==> src/rtl/game_controller.sv <==
// game_controller: IDLE/RUNNING/OVER sequencer for the dinosaur runner.
// Decides collisions from the jump phase and obstacle position, keeps a
// 4-digit BCD score (saturating at 9999) and a high score, and enforces a
// post-game lockout before a restart is accepted.

// One BCD digit of the score incrementer; digits chain through carry.
module bcd_digit_inc (
    input  logic [3:0] digit,
    input  logic       carry_in,
    output logic [3:0] digit_next,
    output logic       carry_out
);
    assign carry_out  = carry_in & (digit == 4'd9);
    assign digit_next = !carry_in        ? digit :
                        (digit == 4'd9)  ? 4'd0  : digit + 4'd1;
endmodule

module game_controller #(
    parameter logic [9:0] DINO_X    = 10'd40,
    parameter logic [9:0] DINO_W    = 10'd16,
    parameter logic [5:0] CLEAR_MAX = 6'd56,
    parameter logic [7:0] SCORE_DIV = 8'd6,
    parameter logic [7:0] LOCKOUT   = 8'd30
) (
    input  logic        CLK,
    input  logic        RST,
    input  logic        tick,
    input  logic        button_start,
    input  logic [5:0]  jump_phase,
    input  logic        obstacle_valid,
    input  logic [9:0]  obstacle_x,
    output logic        game_status,
    output logic        game_over,
    output logic [15:0] score,
    output logic [15:0] high_score
);
    localparam int NUM_DIGITS = 4;

    localparam logic [1:0] ST_IDLE = 2'd0;
    localparam logic [1:0] ST_RUN  = 2'd1;
    localparam logic [1:0] ST_OVER = 2'd2;

    // Window bounds carried at 11 bits so DINO_X+DINO_W-1 cannot wrap.
    localparam logic [10:0] WIN_LO = {1'b0, DINO_X};
    localparam logic [10:0] WIN_HI = {1'b0, DINO_X} + {1'b0, DINO_W} - 11'd1;

    logic [1:0]  state;
    logic        start_q;
    logic [7:0]  div_cnt;
    logic [7:0]  lock_cnt;

    logic        start_edge;
    logic        in_window;
    logic        hit;
    logic        score_step;

    logic [NUM_DIGITS:0]             carry;
    logic [NUM_DIGITS-1:0][3:0]      score_digits;
    logic [NUM_DIGITS-1:0][3:0]      score_inc;
    logic                            score_at_max;

    assign start_edge = button_start & ~start_q;
    assign in_window  = ({1'b0, obstacle_x} >= WIN_LO) && ({1'b0, obstacle_x} <= WIN_HI);
    assign hit        = obstacle_valid & in_window & (jump_phase > CLEAR_MAX);
    assign score_step = (div_cnt == SCORE_DIV - 8'd1);

    // BCD incrementer: ripple carry from the least significant digit.
    // A carry out of the top digit means every digit is 9, i.e. saturated.
    assign score_digits = score;
    assign carry[0]     = 1'b1;
    assign score_at_max = carry[NUM_DIGITS];

    genvar g;
    generate
        for (g = 0; g < NUM_DIGITS; g++) begin : g_digit
            bcd_digit_inc u_digit (
                .digit      (score_digits[g]),
                .carry_in   (carry[g]),
                .digit_next (score_inc[g]),
                .carry_out  (carry[g+1])
            );
        end
    endgenerate

    assign game_status = (state == ST_RUN);
    assign game_over   = (state == ST_OVER);

    // Game sequencer: state, scoring divider, lockout and high score.
    always_ff @(posedge CLK) begin
        if (RST) begin
            state      <= ST_IDLE;
            start_q    <= 1'b1;
            score      <= 16'h0000;
            high_score <= 16'h0000;
            div_cnt    <= 8'd0;
            lock_cnt   <= 8'd0;
        end else begin
            start_q <= button_start;
            case (state)
                ST_IDLE: begin
                    if (start_edge) begin
                        state   <= ST_RUN;
                        score   <= 16'h0000;
                        div_cnt <= 8'd0;
                    end
                end
                ST_RUN: begin
                    // Collision wins over a coinciding score tick.
                    if (hit) begin
                        state    <= ST_OVER;
                        lock_cnt <= LOCKOUT;
                        if (score > high_score)
                            high_score <= score;
                    end else if (tick) begin
                        if (score_step) begin
                            div_cnt <= 8'd0;
                            if (!score_at_max)
                                score <= score_inc;
                        end else begin
                            div_cnt <= div_cnt + 8'd1;
                        end
                    end
                end
                ST_OVER: begin
                    // Restart looks at the pre-decrement lock count.
                    if (start_edge && lock_cnt == 8'd0) begin
                        state   <= ST_RUN;
                        score   <= 16'h0000;
                        div_cnt <= 8'd0;
                    end
                    if (tick && lock_cnt != 8'd0)
                        lock_cnt <= lock_cnt - 8'd1;
                end
                default: state <= ST_IDLE;
            endcase
        end
    end
endmodule

==> config.mk <==
export PLATFORM = sky130hd
export DESIGN_NAME = game_controller
export DESIGN_NICKNAME = d
export VERILOG_FILES = /design/src/rtl/game_controller.sv
export SDC_FILE = /design/constraint.sdc
export NUM_CORES = 1
export LEC_CHECK = 0
export BUFFER_PORTS_ARGS = -buffer_cell sky130_fd_sc_hd__buf_2
export CORE_MARGIN = 2
export CORE_UTILIZATION = 56
export DETAILED_ROUTE_END_ITERATION = 16
export PLACE_DENSITY_LB_ADDON = 0.12
export SYNTH_ARGS = -nofsm -noshare
export SYNTH_HDL_FRONTEND = slang
export SYNTH_HIERARCHICAL = 1
export SYNTH_SLANG_ARGS = --single-unit
==> constraint.sdc <==
create_clock -name CLK -period 3.85 [get_ports CLK]
set_input_delay 0.385 -clock CLK [delete_from_list [all_inputs] [get_ports CLK]]
set_output_delay 0.385 -clock CLK [all_outputs]
set_load 0.005 [all_outputs]
==> metrics.md, run 1 <==
| Metric | Value |
|---|---|
| Timing-limited maximum frequency | around 0.32 GHz |
| Number of levels in the clock H-tree | 2 |
| Total clock sinks | just over 50 |
| WP data arrival | ~3400 ps |
| Routed WL | 6180 um |
| Boundary Pins | 55 |
| Actual transition at the worst max-transition pin | approximately 850 ps |
| Reg2reg end | score[4]$_SDFFE_PP0P_ |
| Area leader, netlist | sky130_fd_sc_hd__dfxtp_1 |
| Worst relative slew slack | 0.431 |
| Fraction of post-synthesis cell area in the top cell type by area | 0.329 |
| Fraction of the core area covered by cells at the end of the flow | 0.649 |
| Top post-synthesis cells by area | sky130_fd_sc_hd__dfxtp_1 (33%), sky130_fd_sc_hd__ha_1 (8.1%), sky130_fd_sc_hd__nand2b_1 (7.1%) |
| Main synth FF type | sky130_fd_sc_hd__dfxtp_1 |
| Vias per cell | 5.25 |
| Maximum root-to-sink buffer count | 2 |
| Area fraction in and, or, nand and nor cells after synthesis | 0.314 |
| Die Span X | just under 80 um |
| Synth warnings | 6 |
| # resized after CTS | 0 |
| Hpwl dp | between 4000 and 5000 um |
| Remaining global-route overflow | 0 |
| CP Capture Point | score[4]$_SDFFE_PP0P_ |
| CP max FO | 16 |
| Clk pin slew, worst setup/hold paths | roughly 90 ps |
| Chip Height | between 70 and 80 um |
| Synth Area in XOR/XNOR | 0.0621 |
| Reg2reg path depth | 15 |
| Endpoints failing setup | 0 |
| Proportion of layout cells with a drive suffix above 1 | 0.205 |
| Leak | roughly 1.5 nW |
| Unrepaired setup endpoints after global routing | no |
| Non-filler cells, final | approximately 490 |
| Global-route wire length before repair | 10500 um |
| Number of enable-type register cells in the synthesized netlist | 0 |
| Setup total negative slack | 0 ps |
| Path category of the worst min-delay check | in2reg |
| Number of global-route vias before repair | ~2400 |
| Synth cell count leaders | sky130_fd_sc_hd__dfxtp_1 (51), sky130_fd_sc_hd__nand2b_1 (35), sky130_fd_sc_hd__nand3_1 (29), sky130_fd_sc_hd__nand2_1 (28), sky130_fd_sc_hd__a21oi_1 (27) |
| Fin Clk Skew | 8.41 ps |
| Clock network latency to the later pin of the worst-skew pair | between 300 and 400 ps |
| Minimum setup slack among reg-to-reg paths | approximately 700 ps |
| Run status | finished, final reports clean |
| Number of vias after detailed routing | ~2600 |
| Hold depth | 2 |
| Share of the synthesized area in compound gates (AO/OA/AOI/OAI) | 0.104 |
| CTS Root Cell | sky130_fd_sc_hd__clkbuf_8 |
| Final Max Slew Viols | 0 |
| Total setup buffers inserted after CTS | 0 |
| Ratio of final minimum period to clock period | 0.821 |
| Nature of the critical path endpoint | register |
| Post-synthesis share of cell area spent on full adders, half adders and majority gates | 0.0806 |
| Cell area power density | between 200 and 300 nW/um^2 |
| Placed Cells incl. Taps | 483 |
| Standard-cell rows | 27 |
| Maximum ir drop on the vdd rail | between 0.15 and 0.2 mV |
| Crit Reg-Reg Startpoint | score[3]$_SDFFE_PP0P_ |
| Required time at the endpoint of the critical path | 4080 ps |
| Overall power after layout | slightly below 0.001 W |
| Dominant combinational cell family by area after synthesis | simple AND/OR/NAND/NOR gates |
| Starting Density | 0.571 |
| Number of routed nets with antenna violations | 0 |
| Largest net degree at the start of global routing | 59 |
| Drt drc | 0 |
| Share of flip-flops with an asynchronous set or reset | 0 |
| Critical path type | reg2reg |
| Mean routed wirelength per cell | about 13 um |
| Leading cell type by number of instances after synthesis | sky130_fd_sc_hd__dfxtp_1 |
| Area of the mapped netlist | 3100 um^2 |
| Area delta synth->final | 13.8% |
| First element of the critical path | score[3]$_SDFFE_PP0P_ |
| Final GP Congestion | ~0.83 |
| Antenna cells | 0 |
| Number of port buffers | 51 |
| Clock tree from TritonCTS | done |
| Proportion of synthesized area in mux cells | 0.0548 |
| Number of synthesized register bits | 51 |
| Standard cell core area | ~5400 um^2 |
| Number of DRC markers after the initial detailed-route iteration | 130 |
| Number of buffers created by CTS | 5 |
| Synthesized netlist cell count | around 370 |
| Initial antenna violation count | 0 |
| Sequential fraction of the synthesis area | 0.329 |
| Number of distinct library cells after synthesis | 50 |
| Count of nets after finishing | between 400 and 500 |
| Final critical path time including I/O delays and setup | between 3000 and 4000 ps |
| Number of hold buffers added after CTS | 0 |
| Total routing resource utilization after global routing | 0.211 |
| 1st-pass router iterations | 4 |
| Startpoint Class | register |
| Overall die area | approximately 6200 um^2 |
| Max-cap violations | 0 |
| Synthesized area per cell | ~8.5 um^2 |
| Hold Vio Cnt, Final | 0 |
## cell families after synthesis
logic type                 after synthesis
AOI/OAI and AO/OA                       53
DFF                                     51
and+or+nand+nor                        165
adders and majority gates               20
other                                    1
muxes                                   17
xor gates and xnor gates                22
buffers and inverters                   37
## power breakdown
part	internal (W)	switching, W
registers	0.000530	0.00000267
logic	0.0000216	0.0000342
clock network	0.000210	0.000177
## routing by layer
layer | vias to the layer above | part of all wire | track usage | wire (um)
met3 | 5 | 0.030 | 0.0425 | 188
met2 | 44 | 0.49 | 0.384 | 3040
met5 | - | 0 | 0 | 0
li1 | 1347 | - | - | -
met4 | 0 | 0.010 | 0.0526 | 62
met1 | 1180 | 0.47 | 0.254 | 2890
## critical path: stages (launching register included)
cell                      delay, ps
sky130_fd_sc_hd__dfxtp_1        440
sky130_fd_sc_hd__nor2b_2        230
sky130_fd_sc_hd__nor3b_1        200
sky130_fd_sc_hd__buf_4          170
sky130_fd_sc_hd__nand2_2         80
sky130_fd_sc_hd__nor3b_1        200
sky130_fd_sc_hd__buf_4          160
sky130_fd_sc_hd__nand2_2         70
sky130_fd_sc_hd__nor3b_1        220
sky130_fd_sc_hd__buf_4          170
sky130_fd_sc_hd__nand2_2         80
sky130_fd_sc_hd__nor3b_1        210
sky130_fd_sc_hd__o21ai_0        130
sky130_fd_sc_hd__nand2_1        480
sky130_fd_sc_hd__nand2_1        110
sky130_fd_sc_hd__a21oi_1        140
## through the flow
step | hold slack [ps] | instance area, um^2 | setup WS (ps)
floorplan | 474 | 3110 | 632
global placement | 469 | 3410 | 730
detailed placement | 480 | 3410 | 689
CTS | 295 | 3530 | 662
global route | 306 | 3530 | 304
finish | 301 | 3530 | 690
## cells in the final DEF (no fill, tap or decap), types with 17 or more instances in the layout
| cell | n |
|---|---|
| sky130_fd_sc_hd__dfxtp_1 | 51 |
| sky130_fd_sc_hd__buf_2 | 51 |
| sky130_fd_sc_hd__nand2b_1 | 35 |
| sky130_fd_sc_hd__nand3_1 | 29 |
| sky130_fd_sc_hd__nand2_1 | 28 |
| sky130_fd_sc_hd__a21oi_1 | 27 |
| sky130_fd_sc_hd__inv_1 | 23 |
| sky130_fd_sc_hd__nor2_1 | 20 |
| sky130_fd_sc_hd__ha_1 | 20 |
| sky130_fd_sc_hd__mux2i_1 | 17 |
## sequential cells by signal (all words and copies together) (netlist names)
| signal | count |
|---|---|
| div_cnt | 8 |
| lock_cnt | 8 |
| start_q | 1 |
| state | 2 |
| high_score | 16 |
| score | 16 |
## how the worst min path moves through the flow
| stage | startpoint | end | slack (ps) |
|---|---|---|---|
| after CTS | button_start | start_q$_SDFF_PP1_ | 290 |
| after global placement | high_score[3]$_SDFFE_PP0P_ | high_score[3]$_SDFFE_PP0P_ | 470 |
| after detailed placement | high_score[6]$_SDFFE_PP0P_ | high_score[6]$_SDFFE_PP0P_ | 480 |
| final | button_start | start_q$_SDFF_PP1_ | 300 |
| after floorplan | div_cnt[2]$_SDFFE_PP0P_ | div_cnt[2]$_SDFFE_PP0P_ | 470 |
| after global routing | button_start | start_q$_SDFF_PP1_ | 310 |
## layout make-up
class	count	area (um^2)
clock inverter	2	35.0
timing repair buffer	56	293
multi-input combinational	281	1920
fill	492	1910
inverter	23	86.3
clock buffer	6	82.6
tap	72	90.1
sequential	51	1020
Note: power is estimated with default switching activity, not from simulation.
==> run 2, diff against run 1 <==
ABC_AREA = 1   (was not set)
CORE_UTILIZATION = 57   (was 56)
clock period = 3 ns   (was 3.85 ns; I/O delays follow)
==> run 2 against run 1 <==
Clock power grew 3%. Design area grew 12%. Sequential share of layout area shrank 3.1 points. Global-route usage grew 1.1 points. Via count grew 36%. Critical path depth grew 6. Final cell count grew 39%.
==> metrics.md, run 2 <==
| Metric | Value |
|---|---|
| Actual transition at the worst max-transition pin | 984 ps (was 853 ps) |
| Vias per cell | 5.15 (was 5.25) |
| Setup total negative slack | 0 ps (unchanged) |
| Fin Clk Skew | 8.24 ps (was 8.41 ps) |
| Number of vias after detailed routing | 3511 (was 2576) |
| Number of synthesized register bits | 51 (unchanged) |
| Startpoint Class | register (unchanged) |
| Standard cell core area | 5960 um^2 (was 5440 um^2) |
| Fraction of the core area covered by cells at the end of the flow | 0.664 (was 0.649) |
| Clock network latency to the later pin of the worst-skew pair | 310 ps (about the same) |
| Hold depth | 2 (unchanged) |
| Most used cell, CP | sky130_fd_sc_hd__inv_1 (was sky130_fd_sc_hd__nor3b_1) |
| Placement Cell Area | 3810 um^2 (was 3410 um^2) |
| Nature of the critical path endpoint | register (unchanged) |
| Run status | finished, final reports clean (unchanged) |
| Cell chain of the critical path | inv_1, nand3_1, inv_1, nand2_2, inv_1, nand3_1, inv_2, nand2_2, inv_1, nand3_1, inv_1, nand2_2, inv_1, nand3_1, inv_1, inv_1, nand2_1, nand2_4, nand4_2, nor2_1, nor2_1 (was nor2b_2, nor3b_1, buf_4, nand2_2, nor3b_1, buf_4, nand2_2, nor3b_1, buf_4, nand2_2, nor3b_1, o21ai_0, nand2_1, nand2_1, a21oi_1) |
| Endpoints failing setup | 0 (unchanged) |
| Remaining global-route overflow | 0 (unchanged) |
| Family of cells with the greatest summed delay on the critical path | simple AND/OR/NAND/NOR gates (unchanged) |
| Maximum root-to-sink buffer count | 2 (unchanged) |
| Non-filler cells, final | 682 (was 491) |
| Number of levels in the clock H-tree | 2 (unchanged) |
| Instance count on the critical path | 21 (was 15) |
| Path category of the worst min-delay check | in2reg (unchanged) |
| Final GP Congestion | 0.830 (was 0.826) |
| Number of enable-type register cells in the synthesized netlist | 0 (unchanged) |
| Reg2reg path depth | 21 (was 15) |
| Reg2reg end | score[15]$_SDFFE_PP0P_ (was score[4]$_SDFFE_PP0P_) |
| Final Max Slew Viols | 0 (unchanged) |
| Main synth FF type | sky130_fd_sc_hd__dfxtp_1 (unchanged) |
| Crit Reg-Reg Startpoint | score[1]$_SDFFE_PP0P_ (was score[3]$_SDFFE_PP0P_) |
| Initial antenna violation count | 0 (unchanged) |
| Area delta synth->final | 11.5% (was 13.8%) |
| Leading cell type by number of instances after synthesis | sky130_fd_sc_hd__nand2_1 (was sky130_fd_sc_hd__dfxtp_1) |
| Area of the mapped netlist | 3540 um^2 (was 3100 um^2) |
| Final critical path time including I/O delays and setup | 2760 ps (was 3160 ps) |
| Max-cap violations | 0 (unchanged) |
| Required time at the endpoint of the critical path | 3210 ps (was 4080 ps) |
| Maximum ir drop on the vdd rail | 0.243 mV (was 0.175 mV) |
| Antenna cells | 0 (unchanged) |
| CP max FO | 8 (was 16) |
| Largest net degree at the start of global routing | 34 (was 59) |
| Number of port buffers | 51 (unchanged) |
| Leading cell types in the layout, fill and taps excluded | sky130_fd_sc_hd__nor2_1 (111), sky130_fd_sc_hd__nand2_1 (111), sky130_fd_sc_hd__inv_1 (88) (was sky130_fd_sc_hd__dfxtp_1 (51), sky130_fd_sc_hd__buf_2 (51), sky130_fd_sc_hd__nand2b_1 (35)) |
| Share of flip-flops with an asynchronous set or reset | 0 (unchanged) |
| Count of nets after finishing | 647 (was 459) |
| Finished Cell Area | 3950 um^2 (was 3530 um^2) |
| Minimum setup slack among reg-to-reg paths | 240 ps (was 690 ps) |
| Number of distinct library cells after synthesis | 32 (was 50) |
| Hold slack | 196 ps (was 301 ps) |
| Fraction of post-synthesis cell area in the top cell type by area | 0.288 (was 0.329) |
| Worst relative slew slack | 0.343 (was 0.431) |
| Drt drc | 0 (unchanged) |
| Slowest cell on crit path | sky130_fd_sc_hd__dfxtp_1 (was sky130_fd_sc_hd__nand2_1) |
| Chip Height | 82.9 um (was 78.4 um) |
| CP Capture Point | score[15]$_SDFFE_PP0P_ (was score[4]$_SDFFE_PP0P_) |
| Cell area power density | 378 nW/um^2 (was 276 nW/um^2) |
| Hold Vio Cnt, Final | 0 (unchanged) |
| Standard-cell rows | 28 (was 27) |
| Buffers plus inverters on the worst setup path | 9 (was 3) |
| Boundary Pins | 55 (unchanged) |
| CTS Root Cell | sky130_fd_sc_hd__clkbuf_8 (unchanged) |
| Delay of the slowest critical-path stage | 390 ps (was 480 ps) |
| Synth cell count leaders | sky130_fd_sc_hd__nand2_1 (112), sky130_fd_sc_hd__nor2_1 (111), sky130_fd_sc_hd__inv_1 (89), sky130_fd_sc_hd__dfxtp_1 (51), sky130_fd_sc_hd__a21oi_1 (49) (was sky130_fd_sc_hd__dfxtp_1 (51), sky130_fd_sc_hd__nand2b_1 (35), sky130_fd_sc_hd__nand3_1 (29), sky130_fd_sc_hd__nand2_1 (28), sky130_fd_sc_hd__a21oi_1 (27)) |
| Critical path type | reg2reg (unchanged) |
| Clock tree from TritonCTS | done (unchanged) |
| Die Span X | 82.9 um (was 78.4 um) |
| Synth warnings | 6 (unchanged) |
| Global-route wire length before repair | 13100 um (was 10500 um) |
| Leak | 1.99 nW (was 1.47 nW) |
| Synthesized netlist cell count | 558 (was 366) |
| Synthesized area per cell | 6.35 um^2 (was 8.48 um^2) |
| Number of global-route vias before repair | 3042 (was 2413) |
| Top post-synthesis cells by area | sky130_fd_sc_hd__dfxtp_1 (29%), sky130_fd_sc_hd__nand2_1 (12%), sky130_fd_sc_hd__nor2_1 (12%) (was sky130_fd_sc_hd__dfxtp_1 (33%), sky130_fd_sc_hd__ha_1 (8.1%), sky130_fd_sc_hd__nand2b_1 (7.1%)) |
| WP data arrival | 2970 ps (was 3390 ps) |
| Number of DRC markers after the initial detailed-route iteration | 195 (was 130) |
| Proportion of layout cells with a drive suffix above 1 | 0.155 (was 0.205) |
| Starting Density | 0.595 (was 0.571) |
| Timing-limited maximum frequency | 0.362 GHz (was 0.316 GHz) |
| Total clock sinks | 51 (unchanged) |
| Area leader, netlist | sky130_fd_sc_hd__dfxtp_1 (unchanged) |
| 1st-pass router iterations | 5 (was 4) |
| Hpwl dp | 5400 um (was 4450 um) |
| Sequential fraction of the synthesis area | 0.288 (was 0.329) |
| Placed Cells incl. Taps | 671 (was 483) |
| Total routing resource utilization after global routing | 0.222 (was 0.211) |
| Number of routed nets with antenna violations | 0 (unchanged) |
| Clk pin slew, worst setup/hold paths | 100 ps (was 90 ps) |
| Routed WL | 8140 um (was 6180 um) |
| Number of buffers created by CTS | 5 (unchanged) |
| Registers with the highest flip-flop counts | high_score (16), score (16) (unchanged) |
| Ratio of final minimum period to clock period | 0.921 (was 0.821) |
| Mean routed wirelength per cell | 11.9 um (was 12.6 um) |
| First element of the critical path | score[1]$_SDFFE_PP0P_ (was score[3]$_SDFFE_PP0P_) |
| Overall die area | 6870 um^2 (was 6150 um^2) |
-- run 2: cell count changes after synthesis, moves of 5 or more --
cell,delta
sky130_fd_sc_hd__nand2_1,+84
sky130_fd_sc_hd__nor2_4,+7
sky130_fd_sc_hd__clkbuf_1,-5
sky130_fd_sc_hd__nor2_1,+91
sky130_fd_sc_hd__inv_1,+66
sky130_fd_sc_hd__nand4_1,+5
sky130_fd_sc_hd__nand2b_1,-35
sky130_fd_sc_hd__a21oi_1,+22
sky130_fd_sc_hd__buf_2,+5
sky130_fd_sc_hd__nand3_1,+10
sky130_fd_sc_hd__xor2_1,-7
sky130_fd_sc_hd__nor3_2,-5
sky130_fd_sc_hd__mux2i_1,-17
sky130_fd_sc_hd__nor2b_1,-5
-- run 2: through the flow --
step           setup WS (ps)  power [W]
2_1_floorplan            726    0.00101
3_3_place_gp             257    0.00108
3_5_place_dp             188    0.00109
4_1_cts                  159    0.00149
5_1_grt                -35.8    0.00158
6_report                 237    0.00150
-- run 2: worst reg2reg max path, delay by kind of cell, from the launching register on --
family                 cells  cell delay (ps)
flip-flops                 1              390
AND/OR/NAND/NOR           12             1610
buffers and inverters      9              650
-- run 2: cell type report --
cell class,instances,area [um^2]
Inverter,91,342
Sequential cell,51,1020
Multi-Input combinational cell,403,2130
Timing Repair Buffer,54,278
Tap cell,75,93.8
Fill cell,563,2000
Clock inverter,3,15.0
Clock buffer,5,68.8
-- run 2: how the worst min path moves through the flow --
stage,start,endpoint
2_1_floorplan,button_start,start_q$_SDFF_PP1_
3_3_place_gp,lock_cnt[0]$_SDFFE_PP0P_,lock_cnt[0]$_SDFFE_PP0P_
3_5_place_dp,lock_cnt[0]$_SDFFE_PP0P_,lock_cnt[0]$_SDFFE_PP0P_
4_1_cts,button_start,start_q$_SDFF_PP1_
5_1_grt,button_start,start_q$_SDFF_PP1_
6_report,button_start,start_q$_SDFF_PP1_
-- run 2: logic make-up after synthesis --
logic type | count (synthesis) | synth area share
compound gates | 65 | 0.0946
xor+xnor | 11 | 0.0272
fa+ha+maj | 20 | 0.0706
buf+inv | 108 | 0.128
flops | 51 | 0.288
other cells | 1 | 0.00106
simple gates | 302 | 0.390
-- run 2: where the power goes --
part           internal, W  leakage [nW]  total, W  switching [W]
sequential        0.000699         0.414  0.000729      0.0000298
clock             0.000161        0.0477  0.000400       0.000239
combinational     0.000123          1.53  0.000367       0.000244
-- run 2: metal layers --
layer  GRT usage  vias up  share of wire
li1            -     1836              -
met1       0.285     1566           0.45
met2       0.389       99           0.49
met3      0.0328       10          0.044
met4      0.0611        0          0.012
met5           0        -              0
-- run 2: what timing repair did --
item,4_1_cts,5_1_grt
setup buffers,0,0
endpoints found under the setup margin,0,16
hold buffers,0,0
resized for setup,0,6
==> run 3, diff against run 2 <==
SYNTH_HIERARCHICAL = not set   (was 1)
==> run 3 against run 2 <==
Design area decreased by 5.4%. Power decreased by 13%. Critical path type unchanged. Final cell count decreased by 6.9%. Count of clock-buffer cells in the layout increased by 1.
==> metrics.md, run 3 <==
| Metric | Value |
|---|---|
| Drt drc | 0 (unchanged) |
| Final Max Slew Viols | 0 (unchanged) |
| Die Span X | 80.8 um (was 82.9 um) |
| Fin Clk Skew | 12.8 ps (was 8.24 ps) |
| Internal power | 0.000910 W (was 0.000983 W) |
| Clock tree from TritonCTS | done (unchanged) |
| Vias per cell | 5.35 (was 5.15) |
| Number of levels in the clock H-tree | 2 (unchanged) |
| Number of DRC markers after the initial detailed-route iteration | 211 (was 195) |
| Proportion of layout cells with a drive suffix above 1 | 0.133 (was 0.155) |
| Sequential cell area | 1020 um^2 (about the same) |
| Critical path type | reg2reg (unchanged) |
| Actual transition at the worst max-transition pin | 657 ps (was 984 ps) |
| Proportion of power drawn by flip-flops and latches | 0.544 (was 0.487) |
| Number of vias after detailed routing | 3398 (was 3511) |
| Hold Vio Cnt, Final | 0 (unchanged) |
| Startpoint Class | register (unchanged) |
| Remaining global-route overflow | 0 (unchanged) |
| Standard-cell rows | 27 (was 28) |
| Maximum root-to-sink buffer count | 2 (unchanged) |
| Run status | finished, final reports clean (unchanged) |
| Final critical path time including I/O delays and setup | 2170 ps (was 2760 ps) |
| Endpoints failing setup | 0 (unchanged) |
| Hpwl dp | 5630 um (was 5400 um) |
| Synth cell count leaders | sky130_fd_sc_hd__nand2_1 (115), sky130_fd_sc_hd__nor2_1 (72), sky130_fd_sc_hd__inv_1 (67), sky130_fd_sc_hd__a21oi_1 (51), sky130_fd_sc_hd__dfxtp_1 (51) (was sky130_fd_sc_hd__nand2_1 (112), sky130_fd_sc_hd__nor2_1 (111), sky130_fd_sc_hd__inv_1 (89), sky130_fd_sc_hd__dfxtp_1 (51), sky130_fd_sc_hd__a21oi_1 (49)) |
| Path category of the worst min-delay check | in2reg (unchanged) |
| Initial antenna violation count | 0 (unchanged) |
| Leak | 1.74 nW (was 1.99 nW) |
| Boundary Pins | 55 (unchanged) |
| Area of the multi-input gates | 2010 um^2 (was 2130 um^2) |
| Portion of total power attributed to combinational logic | 0.165 (was 0.246) |
| Number of enable-type register cells in the synthesized netlist | 0 (unchanged) |
| Total routing resource utilization after global routing | 0.256 (was 0.222) |
| CTS Root Cell | sky130_fd_sc_hd__clkbuf_8 (unchanged) |
| Number of buffers created by CTS | 5 (unchanged) |
| Leading cell types in the layout, fill and taps excluded | sky130_fd_sc_hd__nand2_1 (115), sky130_fd_sc_hd__nor2_1 (72), sky130_fd_sc_hd__inv_1 (67) (was sky130_fd_sc_hd__nor2_1 (111), sky130_fd_sc_hd__nand2_1 (111), sky130_fd_sc_hd__inv_1 (88)) |
| Clock network latency to the later pin of the worst-skew pair | 310 ps (about the same) |
| Number of distinct library cells after synthesis | 35 (was 32) |
| Unrepaired setup endpoints after global routing | no |
| Timing-limited maximum frequency | 0.461 GHz (was 0.362 GHz) |
| Area leader, netlist | sky130_fd_sc_hd__dfxtp_1 (unchanged) |
| Total setup buffers inserted after CTS | 0 (unchanged) |
| Number of routed nets with antenna violations | 0 (unchanged) |
| WP data arrival | 2390 ps (was 2970 ps) |
| Fraction of post-synthesis cell area in the top cell type by area | 0.304 (was 0.288) |
| Worst relative slew slack | 0.562 (was 0.343) |
| Antenna cells | 0 (unchanged) |
| # resized after CTS | 0 (unchanged) |
| Post-Synthesis Net Count | approximately 570 |
| Number of synthesized register bits | 51 (unchanged) |
| Number of port buffers | 51 (unchanged) |
| Cell area power density | 347 nW/um^2 (was 378 nW/um^2) |
| Count of nets after finishing | 613 (was 647) |
| Area of the mapped netlist | 3360 um^2 (was 3540 um^2) |
| Standard cell core area | 5610 um^2 (was 5960 um^2) |
| 1st-pass router iterations | 4 (was 5) |
| Nature of the critical path endpoint | register (unchanged) |
| Mean routed wirelength per cell | 12.2 um (was 11.9 um) |
| Total clock sinks | 51 (unchanged) |
| Area delta synth->final | 11.3% (was 11.5%) |
| Required time at the endpoint of the critical path | 3210 ps (about the same) |
| Finished Cell Area | 3740 um^2 (was 3950 um^2) |
| Top post-synthesis cells by area | sky130_fd_sc_hd__dfxtp_1 (30%), sky130_fd_sc_hd__nand2_1 (13%), sky130_fd_sc_hd__ha_1 (10%) (was sky130_fd_sc_hd__dfxtp_1 (29%), sky130_fd_sc_hd__nand2_1 (12%), sky130_fd_sc_hd__nor2_1 (12%)) |
| Synth warnings | 0 (was 6) |
| Number of global-route vias before repair | 3039 (was 3042) |
| Setup total negative slack | 0 ps (unchanged) |
| Power spent charging and discharging nets | 0.000387 W (was 0.000513 W) |
| Leading cell type in the layout, fill and taps excluded | sky130_fd_sc_hd__nand2_1 |
| Fill cell instance count of the final layout | 531 (was 563) |
| Registers with the highest flip-flop counts | high_score (16), score (16) (unchanged) |
| Routed WL | 7730 um (was 8140 um) |
| Synthesized netlist cell count | 516 (was 558) |
| Share of flip-flops with an asynchronous set or reset | 0 (unchanged) |
| Overall die area | 6530 um^2 (was 6870 um^2) |
| CP max FO | 27 (was 8) |
| Sequential fraction of the synthesis area | 0.304 (was 0.288) |
| Starting Density | 0.600 (was 0.595) |
| Max-cap violations | 0 (unchanged) |
| Main synth FF type | sky130_fd_sc_hd__dfxtp_1 (unchanged) |
| Clock power frac | 0.291 (was 0.267) |
| Placement Cell Area | 3670 um^2 (was 3810 um^2) |
| Largest net degree at the start of global routing | 28 (was 34) |
| Number of hold buffers added after CTS | 0 (unchanged) |
| Maximum ir drop on the vdd rail | 0.269 mV (was 0.243 mV) |
| Ratio of final minimum period to clock period | 0.724 (was 0.921) |
| Final GP Congestion | 0.845 (was 0.830) |
| Synthesized area per cell | 6.52 um^2 (was 6.35 um^2) |
| Switching power share of the total | 0.298 (was 0.343) |
| Leading cell type by number of instances after synthesis | sky130_fd_sc_hd__nand2_1 (unchanged) |
| Global-route wire length before repair | 13400 um (was 13100 um) |
| Clk pin slew, worst setup/hold paths | 90 ps (was 100 ps) |
| Chip Height | 80.8 um (was 82.9 um) |
-- run 3: metal layers --
layer | global-route usage | routed length [um] | vias up
met5 | 0 | 0 | -
met1 | 0.324 | 3570 | 1535
li1 | - | - | 1764
met2 | 0.459 | 3720 | 91
met3 | 0.0322 | 358 | 8
met4 | 0.0661 | 80 | 0
-- run 3: final timing paths --
path / end / cells past startpoint / startpoint / slack, ps
worst max-delay path: high_score[8]$_SDFFE_PP0P_ / 11 / score[14]$_SDFFE_PP0P_ / 830
worst min-delay path: start_q$_SDFF_PP1_ / 3 / button_start / 180
worst max register to register: high_score[8]$_SDFFE_PP0P_ / 11 / score[14]$_SDFFE_PP0P_ / 830
worst min register to register: lock_cnt[6]$_SDFFE_PP0P_ / 2 / lock_cnt[6]$_SDFFE_PP0P_ / 470
-- run 3: layout make-up --
type | instances | share of cell area
flip-flops and latches | 51 | 0.273
clock buffers | 6 | 0.0194
multi-input cells | 381 | 0.538
inverters | 72 | 0.0729
repair buffers | 53 | 0.0722
well taps | 72 | 0.0241
-- run 3: cells by family (layout without fill, tap and decap cells) --
group | count (synthesis) | count (layout) | share of synthesized area
compound gates | 70 | 70 | 0.115
xor+xnor | 9 | 9 | 0.0234
fa+ha+maj | 28 | 28 | 0.104
buf+inv | 84 | 131 | 0.0971
flops | 51 | 51 | 0.304
simple gates | 274 | 274 | 0.356
-- run 3: power by group through the flow --
stage               Combinational [W]  Clock [W]  Sequential [W]
global route                 0.000243   0.000410        0.000707
CTS                          0.000212   0.000390        0.000704
detailed placement           0.000212          0        0.000720
finish                       0.000214   0.000378        0.000705
floorplan                    0.000156          0        0.000717
global placement             0.000208          0        0.000720
-- run 3: per-stage QoR --
stage | util | hold slack [ps] | power (W) | worst slack [ps] | instances
after detailed placement | 0.654 | 455 | 0.000932 | 860 | 629
final | 0.667 | 181 | 0.00130 | 829 | 635
after floorplan | - | 396 | 0.000873 | 1230 | 516
after CTS | 0.667 | 172 | 0.00131 | 845 | 635
after global routing | 0.667 | 200 | 0.00136 | 619 | 635
after global placement | 0.654 | 455 | 0.000928 | 901 | 629
-- run 3: worst max-delay path, stage by stage (launching register included) --
cell and delay (ps):
sky130_fd_sc_hd__dfxtp_1 410, sky130_fd_sc_hd__ha_1 320, sky130_fd_sc_hd__nand2_1 60, sky130_fd_sc_hd__nor2_1 180
sky130_fd_sc_hd__nand4_1 110, sky130_fd_sc_hd__inv_1 140, sky130_fd_sc_hd__nand2_1 80, sky130_fd_sc_hd__nand2_1 160
sky130_fd_sc_hd__buf_4 330, sky130_fd_sc_hd__nand3_1 130, sky130_fd_sc_hd__nand2_1 110, sky130_fd_sc_hd__nor2_1 40
